--- src/rtl/inst_queue.sv ---
// Multi-channel instruction buffer between fetch and decode: N_FETCH pushes, N_ISSUE pops per cycle.
// Optional same-cycle push-to-pop bypass on an empty queue is enabled by INST_QUEUE_BYPASS_EN.
module inst_queue #(
  parameter int unsigned DEPTH      = 8,
  parameter int unsigned N_FETCH    = 2,
  parameter int unsigned N_ISSUE    = 2,
  parameter int unsigned ADDR_WIDTH = 32
) (
  input  logic                            clk,
  input  logic                            rst,
  input  logic                            flush,
  input  logic [N_FETCH-1:0]              push_valid,
  input  logic [N_FETCH*ADDR_WIDTH-1:0]   push_pc,
  input  logic [N_FETCH*32-1:0]           push_inst,
  input  logic [N_FETCH-1:0]              push_fault,
  output logic                            push_ready,
  output logic [N_ISSUE-1:0]              pop_valid,
  output logic [N_ISSUE*ADDR_WIDTH-1:0]   pop_pc,
  output logic [N_ISSUE*32-1:0]           pop_inst,
  output logic [N_ISSUE-1:0]              pop_fault,
  input  logic [$clog2(N_ISSUE+1)-1:0]    pop_count,
  output logic [$clog2(DEPTH):0]          count
);

  localparam int unsigned PtrW = $clog2(DEPTH);
  localparam int unsigned CntW = PtrW + 1;
  localparam int unsigned NByp = (N_FETCH < N_ISSUE) ? N_FETCH : N_ISSUE;

  logic [PtrW-1:0]       rd_ptr_q, rd_ptr_d;
  logic [PtrW-1:0]       wr_ptr_q, wr_ptr_d;
  logic [CntW-1:0]       count_q, count_d;
  logic [ADDR_WIDTH-1:0] pc_q    [DEPTH];
  logic [31:0]           inst_q  [DEPTH];
  logic                  fault_q [DEPTH];

  logic [CntW-1:0] n_push, n_pop, n_wr, skip, byp_cnt, pop_req;
  logic            push_en, byp_en, run;

  assign pop_req    = CntW'(pop_count);
  assign push_ready = (CntW'(DEPTH) - count_q) >= CntW'(N_FETCH);
  assign push_en    = push_ready && !flush;
  assign count      = count_q;

`ifdef INST_QUEUE_BYPASS_EN
  // Bypass only when nothing older is queued, so ordering is preserved.
  assign byp_en = (count_q == '0) && !flush && !rst;
`else
  assign byp_en = 1'b0;
`endif

  // Only the leading run of valid channels counts; bits after the first gap are ignored.
  always_comb begin
    n_push = '0;
    run    = 1'b1;
    for (int i = 0; i < N_FETCH; i++) begin
      if (run && push_valid[i]) begin
        n_push = n_push + 1'b1;
      end else begin
        run = 1'b0;
      end
    end
  end

  always_comb begin
    skip    = '0;
    n_pop   = '0;
    byp_cnt = '0;
    if (byp_en) begin
      byp_cnt = (n_push < CntW'(NByp)) ? n_push : CntW'(NByp);
      skip    = (pop_req < byp_cnt) ? pop_req : byp_cnt;
    end else begin
      n_pop = (pop_req < count_q) ? pop_req : count_q;
    end
    n_wr = push_en ? (n_push - skip) : '0;

    if (flush) begin
      rd_ptr_d = '0;
      wr_ptr_d = '0;
      count_d  = '0;
    end else begin
      rd_ptr_d = rd_ptr_q + n_pop[PtrW-1:0];
      wr_ptr_d = wr_ptr_q + n_wr[PtrW-1:0];
      count_d  = count_q + n_wr - n_pop;
    end
  end

  always_ff @(posedge clk or posedge rst) begin
    if (rst) begin
      rd_ptr_q <= '0;
      wr_ptr_q <= '0;
      count_q  <= '0;
    end else begin
      rd_ptr_q <= rd_ptr_d;
      wr_ptr_q <= wr_ptr_d;
      count_q  <= count_d;
    end
  end

  // Entries consumed by bypass (the first `skip` channels) are never written.
  always_ff @(posedge clk) begin
    if (push_en) begin
      for (int i = 0; i < N_FETCH; i++) begin
        if ((CntW'(i) >= skip) && (CntW'(i) < n_push)) begin
          pc_q[wr_ptr_q + PtrW'(CntW'(i) - skip)]    <= push_pc[i*ADDR_WIDTH +: ADDR_WIDTH];
          inst_q[wr_ptr_q + PtrW'(CntW'(i) - skip)]  <= push_inst[i*32 +: 32];
          fault_q[wr_ptr_q + PtrW'(CntW'(i) - skip)] <= push_fault[i];
        end
      end
    end
  end

  always_comb begin
    pop_valid = '0;
    pop_pc    = '0;
    pop_inst  = '0;
    pop_fault = '0;
    for (int i = 0; i < N_ISSUE; i++) begin
      if (byp_en) begin
        if (i < int'(NByp)) begin
          pop_valid[i]                       = CntW'(i) < n_push;
          pop_pc[i*ADDR_WIDTH +: ADDR_WIDTH] = push_pc[i*ADDR_WIDTH +: ADDR_WIDTH];
          pop_inst[i*32 +: 32]               = push_inst[i*32 +: 32];
          pop_fault[i]                       = push_fault[i];
        end
      end else begin
        pop_valid[i]                       = CntW'(i) < count_q;
        pop_pc[i*ADDR_WIDTH +: ADDR_WIDTH] = pc_q[rd_ptr_q + PtrW'(i)];
        pop_inst[i*32 +: 32]               = inst_q[rd_ptr_q + PtrW'(i)];
        pop_fault[i]                       = fault_q[rd_ptr_q + PtrW'(i)];
      end
    end
  end

endmodule

--- config.mk ---
export PLATFORM = sky130hd
export DESIGN_NAME = inst_queue
export DESIGN_NICKNAME = d
export VERILOG_FILES = /design/src/rtl/inst_queue.sv
export SDC_FILE = /design/constraint.sdc
export NUM_CORES = 1
export LEC_CHECK = 0
export BUFFER_PORTS_ARGS = -buffer_cell sky130_fd_sc_hd__buf_4
export CAP_MARGIN = 10
export CORE_MARGIN = 3
export CORE_UTILIZATION = 55
export DETAILED_ROUTE_END_ITERATION = 8
export HOLD_SLACK_MARGIN = 0.12
export PLACE_DENSITY_LB_ADDON = 0.12
export SYNTH_ARGS = -nofsm -noshare
export SYNTH_HDL_FRONTEND = slang
export SYNTH_SLANG_ARGS = --single-unit
--- constraint.sdc ---
create_clock -name clk -period 10.94 [get_ports clk]
set_clock_uncertainty 0.05 [all_clocks]
set_input_delay 1.094 -clock clk [delete_from_list [all_inputs] [get_ports clk]]
set_output_delay 1.094 -clock clk [all_outputs]
set_load 0.01 [all_outputs]
==> results.txt, run 1 <==
On the critical path, the stage with the largest delay is an instance of dfrtp_4. Leaving out fill and tap cells, the most frequent cell in the layout is edfxtp_1. The number of CTS-inserted buffers came out at slightly below 60.

The summed instance area of the synthesized netlist is 31400 µm². The worst register-to-register path ends at inst_q[5][4]. The post-synthesis register bit count came out at 530. The clock tree from TritonCTS is done. The number of buffers added on ports came out at 273. The tightest min-delay check is of the in -> async type. The number of distinct standard cells referenced by the synthesized netlist came out at 36.

The area enclosed by the die boundary is 59900 µm². The number of top-level pins is 274. Once placement completed, the tool counted placed cells totaling 2597. The cell that appears most often on the critical path is buf_4.

The number of fill cells in the layout came out at 3939. The total via count after detailed routing is 17800. Entering global routing, the biggest net connects 153 pins. The post-synthesis average cell area is 18.7 µm².

The total overflow reported by the global router came out at 0. Setup repair after global routing left no endpoint under its margin. The post-route non-filler standard cell count came out at 2713. Traced cell by cell, the critical path runs through ha_4 > buf_4 > buf_4 > mux4_2 > mux2_2 > buf_4. Post-CTS repair changed the size of 0 cells. The worst-path maximum fanout is between 50 and 60. The number of remaining DRC errors is 0. The number of hold buffers added after CTS was 0.

The largest buffer count on any clock path is 3. Clock-pin slew was measured on the worst setup and hold paths at about 60 ps. Dividing the detail-routed wire length by the instance count gives between 30 and 40 µm. The leakage power of the design is approximately 13 nW.

The insertion delay to the later sink of the worst-skew pair is approximately 620 ps. The number of buffers and inverters on the critical path is 3. The final max-slew violation count is 0.

The flow ran to the end, and the final reports show no timing, DRC or antenna violations. The final hold violation count came to 0. The root buffer selected by CTS is clkbuf_16.

The placed wire-length estimate is 46000 µm. The required arrival time at the worst endpoint came out at approximately 9800 ps. The type of origin of the critical path is a flop. The register-to-register setup slack came out at 6650 ps. STA classifies the critical path endpoint as an output pin. Adding up every negative setup slack in the final design gives 0 ps. The worst path uses 55.2% of the clock period.

The number of endpoints failing setup at the final stage is 0. The fraction of post-synthesis cell area in the top cell type by area came out at 49.8%. The setup fix buffers added after clock tree synthesis came out at 0. The count of maximum capacitance violations came out at 0. Compared with the post-synthesis result, the final layout area differs by 14.8%. The shortest period the worst path allows is 6040 ps.

In this design, the stage delay of the slowest critical-path cell is just under 1000 ps. The count of TritonRoute iterations in the first routing pass came out at 5. The via count of the first global-routing pass was around 19000. The maximum clock frequency came out at 166 MHz. The number of nets still failing antenna checks after routing is 0. The initial antenna violation count is 14.

The number of nets in the synthesized netlist came out at 1828. Leaving out fill and tap cells, the most frequent cells in the layout are edfxtp_1 (520), mux2_2 (455), buf_4 (305). The length in cells of the worst reg-to-reg path is 7. In the final design database the tool counted 2063 nets. The dominant cell type by area after synthesis is edfxtp_1.

The kind of critical path is reg -> out. The design draws 8.31 mW. The worst slack at placement is 5550 ps. The worst relative slew slack is 24.9%. The number of vias per cell after detailed routing came out at 6.56. In the post-synthesis netlist, the biggest area contributors are edfxtp_1 (50%), mux4_2 (19%), mux2_2 (16%). The sequential cell area is between 15000 and 20000 µm². From bottom edge to top edge, the die measures 245 µm. The worst-case IR drop observed on VDD is 0.280 mV. For the pin with the worst max-slew slack, the measured transition is 1130 ps.

The clock tree synthesis step divided the H-tree into 2 levels. The number of standard cells after synthesis came out at 1674. The cell family contributing the most delay on the critical path is buffers and inverters. The number of violations reported at the end of detailed-routing iteration 0 came out at 1371. The number of rows in the core area is 86. For this run, the number of Yosys warnings is 0. The die boundary width came out at 245 µm. Of the cells placed in the final design, the portion with a size suffix greater than 1 is 67.6%. CTS saw 530 sinks. The sequential element share of the synthesized area is 50.6%. At the end of routability-driven placement, the weighted congestion stood at 0.823. The area of the multi-input gates came out at 14800 µm².

The global-route usage over all layers is 27.4%. The area of the core is between 50000 and 60000 µm². In this run the critical register-to-register path is launched from count[1]. Data arrives at the worst endpoint at between 4000 and 5000 ps. The final routed wirelength across all metal layers is 82300 µm. The starting density of the core is 56.3%.

The power per cell area is 231 nW/µm². The post-route worst setup slack came out at approximately 4900 ps. The first-pass GRT wire length is 121000 µm.
## state kept, by name, indices dropped and copies added, names as in the netlist
name      cells
wr_ptr_q      3
rd_ptr_q      3
pc_q        256
count         4
inst_q      256
fault_q       8
## worst max-delay path by stage
stage	from	endpoint	slack [ps]	cells past startpoint
after floorplan	push_valid[0]	fault_q[0]	2200	3
after global placement	rd_ptr_q[0]	pop_pc[63]	5590	6
after detailed placement	rd_ptr_q[0]	pop_pc[63]	5550	6
after CTS	rd_ptr_q[0]	pop_pc[63]	4860	6
after global routing	rd_ptr_q[0]	pop_pc[63]	4710	6
final	rd_ptr_q[0]	pop_pc[63]	4900	6
## worst reg2reg max path: stages, from the launching register on
cell and delay [ps]:
dfrtp_1 510, inv_1 170, ha_1 300, a211oi_1 220, nand4_2 550, nand3b_4 1040
buf_4 780, mux2_2 430
## synth_stat cells
master       n
a211oi_1     1
a21o_1       1
a21oi_1      3
and3_1       3
buf_1        9
buf_2       47
buf_4       12
buf_6       26
clkbuf_1    37
dfrtp_1     10
edfxtp_1   520
fa_1         3
ha_1        14
inv_1       16
mux2_2     455
mux2_4     195
mux4_2     260
nand2_1      6
nand2b_1     5
nand3_1      3
nand3_4      1
nand3b_4     4
nand4_2      1
nand4b_1     1
nand4bb_1    1
nor2_1      10
nor2b_1      5
nor3_1       1
o21ai_0      3
o21bai_1     3
o31ai_1      6
o41ai_1      1
or2_2        1
or4_1        1
xnor2_1      3
xor2_1       6
## metal layers
metal	up-vias	part of all wire (%)	GRT usage, %
li1	7469	-	-
met1	9504	40	36.7
met2	658	49	45.2
met3	152	7.4	5.80
met4	14	2.9	8.77
met5	-	0.11	0
## through the flow
step                      util, %  hold slack (ps)  area, µm²
after floorplan                 -              562      31400
after global placement       61.0              632      34000
after detailed placement     61.0              638      34000
after CTS                    64.6              414      36000
after global routing         64.6              451      36000
final                        64.6              438      36000
## where the power goes
group          internal [mW]  switching (mW)  total, mW
sequential              2.38           0.155       2.54
combinational           1.99            1.70       3.69
clock                   1.27           0.814       2.08
## cells by family after synthesis
family / count (synthesis) / synth area share (%)
xor+xnor: 9 / 0.251
flops: 530 / 50.6
buf+inv: 147 / 2.71
compound gates: 18 / 0.387
fa+ha+maj: 17 / 0.750
simple gates: 43 / 0.973
mux: 910 / 44.3
## cell type report
class                      count  area share (%)
sequential                   530            44.1
multi-input combinational    997            41.1
timing repair buffer         306            6.42
clock buffer                  71            4.34
tap                          748            2.60
clock inverter                37            1.24
inverter                      16           0.167
antenna                        8          0.0556
Power figures use the tool's default switching activity.
==> inputs of run 2 (changes only) <==
- clock period: 10.94 -> 5.39 ns (I/O delays scaled with it)
==> results.txt, run 2 (same netlist as run 1, synthesis figures left out) <==
The area of the core came out at 55700 µm² (unchanged). The length of routed met3 wiring came to 6080 µm (about the same). The number of rows in the core area is 86 (unchanged). Setup repair after global routing left no endpoint under its margin. The largest buffer count on any clock path is 3 (unchanged). The sum of met2 wire segment lengths after detailed routing is 39600 µm (-2.5%). The total via count after detailed routing came out at 17700 (-0.77%). The clock transition at the registers of the reported paths is 60 ps (about the same). The first-pass GRT wire length is 120000 µm (-1.2%). The worst relative slew slack came to 34.2% (+9.3 points).

The number of gates resized after CTS came out at 0 (unchanged). The arrival time of data at the critical path endpoint is 3670 ps (-1220 ps). TritonCTS built the clock tree. The number of hold-repair buffers added at the cts stage is 1 (+1). After layout, the worst path uses 79.0% of the clock period. The required arrival time at the worst endpoint came out at 4800 ps (-5000 ps). The final cell utilization of the core is 64.5% (-0.13 points).

The final max-slew violation count came out at 0 (unchanged). The height of the die is 245 µm (unchanged). The number of buffers added on ports is 273 (unchanged). Derived from the worst setup path, the maximum achievable clock frequency is 235 MHz. The sequential cell area was 15900 µm² (unchanged). The layout overhead on the synthesized area came out at 14.6%. The area enclosed by the die boundary came to 59900 µm² (unchanged). The largest registers in the layout are inst_q x256, pc_q x256, fault_q x8. The worst hold slack is 157 ps (-282 ps). The library cell used most frequently in the layout, excluding fill and tap cells, is edfxtp_1.

The number of top-level pins came out at 274 (unchanged). The largest net degree at the start of global routing came to 105 (-31%). The count of maximum capacitance violations was 0 (unchanged). The flow ran to the end, and the final reports show no timing, DRC or antenna violations.

The worst-path maximum fanout is 104 (+100%). The number of nets still failing antenna checks after routing came out at 0 (unchanged). The count of nets after finishing came out at 2072 (+0.44%).

In the layout the commonest cells are edfxtp_1 (520), mux2_2 (455), buf_4 (308). The number of endpoints failing setup at the final stage is 0 (unchanged). The uppermost layer routed is met5.

The via count of the first global-routing pass came out at 18700 (+0.34%). The initial antenna violation count came out at 15 (+1). The routed length on met1 came to 32900 µm (-0.52%).

The power per cell area came out at 459 nW/µm² (+99%). The slew at the pin closest to its max-slew limit came to 987 ps (-140 ps). The final hold violation count came out at 0 (unchanged). The number of violations reported at the end of detailed-routing iteration 0 came out at 1560 (+14%). The die boundary width was 245 µm (unchanged). The count of clock tree sinks is 530 (unchanged). The placed wire-length estimate is 47200 µm (+2.6%).

The setup fix buffers added after clock tree synthesis was 0 (unchanged). The area of the multi-input gates came out at 14800 µm² (about the same). The routability congestion estimate from global placement is 0.793 (-3.7%). The number of fill cells in the layout came out at 3953 (+0.36%).

The total overflow reported by the global router is 0 (unchanged). The worst setup path is launched from a flop. The critical path is of the reg -> out type. The number of remaining DRC errors is 0 (unchanged). The number of CTS-inserted buffers came out at 57 (-1.7%).

In this run the clock root is driven by a clkbuf_16. STA classifies the critical path endpoint as an output pin. The global-route usage over all layers is 27.0% (-0.42 points).

The class of the most critical hold timing path is in -> reg. The smallest clock period supported by the final layout is computed as approximately 4300 ps. The per-cell routed wire length came out at 29.6 µm (-2.2%). The fraction of final layout cells with drive strength greater than 1 came to 67.7% (+0.12 points). The number of vias per cell after detailed routing came out at 6.49 (-1.0%). The H-tree depth came out at 2 (unchanged). The insertion delay to the later sink of the worst-skew pair came out at 600 ps (-20 ps). The count of TritonRoute iterations in the first routing pass is 5 (unchanged). The leakage power of the design is 12.8 nW (-0.20%).

The final routed wirelength across all metal layers is 80600 µm (-2.0%). The peak supply drop came to 0.377 mV (+34%). The starting density of the core is 56.3% (unchanged).
run 2: layout make-up:
| class | count | share of cell area [%] |
|---|---|---|
| antenna | 8 | 0.0557 |
| clock buffer | 60 | 4.00 |
| clock inverter | 45 | 0.937 |
| inverter | 16 | 0.167 |
| multi-input combinational | 997 | 41.2 |
| sequential | 530 | 44.2 |
| tap | 748 | 2.60 |
| timing repair buffer | 316 | 6.85 |
run 2: worst paths after layout:
kind / slack (ps) / depth (start not counted) / to / from
worst min-delay path: 160 / 2 / rd_ptr_q[1] / flush
worst max register to register: 1550 / 6 / pc_q[5][19] / count[2]
worst min register to register: 670 / 2 / rd_ptr_q[2] / count[2]
min in group asynchronous: 430 / 3 / count[3] / rst
worst max-delay path: 1130 / 5 / pop_pc[37] / rd_ptr_q[0]
max in group asynchronous: 4540 / 3 / rd_ptr_q[0] / rst
run 2: worst max-delay path, cell delays in order (launching register included):
cell	delay, ps
dfrtp_4	520
buf_12	560
buf_4	810
mux4_2	600
mux2_2	340
buf_4	160
run 2: stage by stage:
stage | instances | power [mW] | cell area, µm² | setup TNS, ps | setup WS (ps)
final | 2720 | 16.5 | 35900 | 0 | 1130
after global placement | 2606 | 12.8 | 34100 | 0 | 1620
after CTS | 2712 | 16.7 | 35900 | 0 | 1030
after global routing | 2718 | 17.2 | 35900 | 0 | 900
after floorplan | 1674 | 9.98 | 31400 | -308830 | -1520
after detailed placement | 2606 | 12.9 | 34100 | 0 | 1570
run 2: per-layer routing:
metal,up-vias,global-route usage [%]
li1,7498,-
met1,9405,37.0
met2,625,43.9
met3,118,5.92
met4,14,7.50
met5,-,0
run 2: where the power goes:
| group | switching (mW) | internal (mW) | total [mW] | leakage, nW |
|---|---|---|---|---|
| clock | 1.63 | 2.16 | 3.79 | 0.888 |
| sequential | 0.238 | 4.84 | 5.08 | 4.83 |
| combinational | 3.57 | 4.08 | 7.65 | 7.04 |
| total | 5.44 | 11.1 | 16.5 | 12.8 |
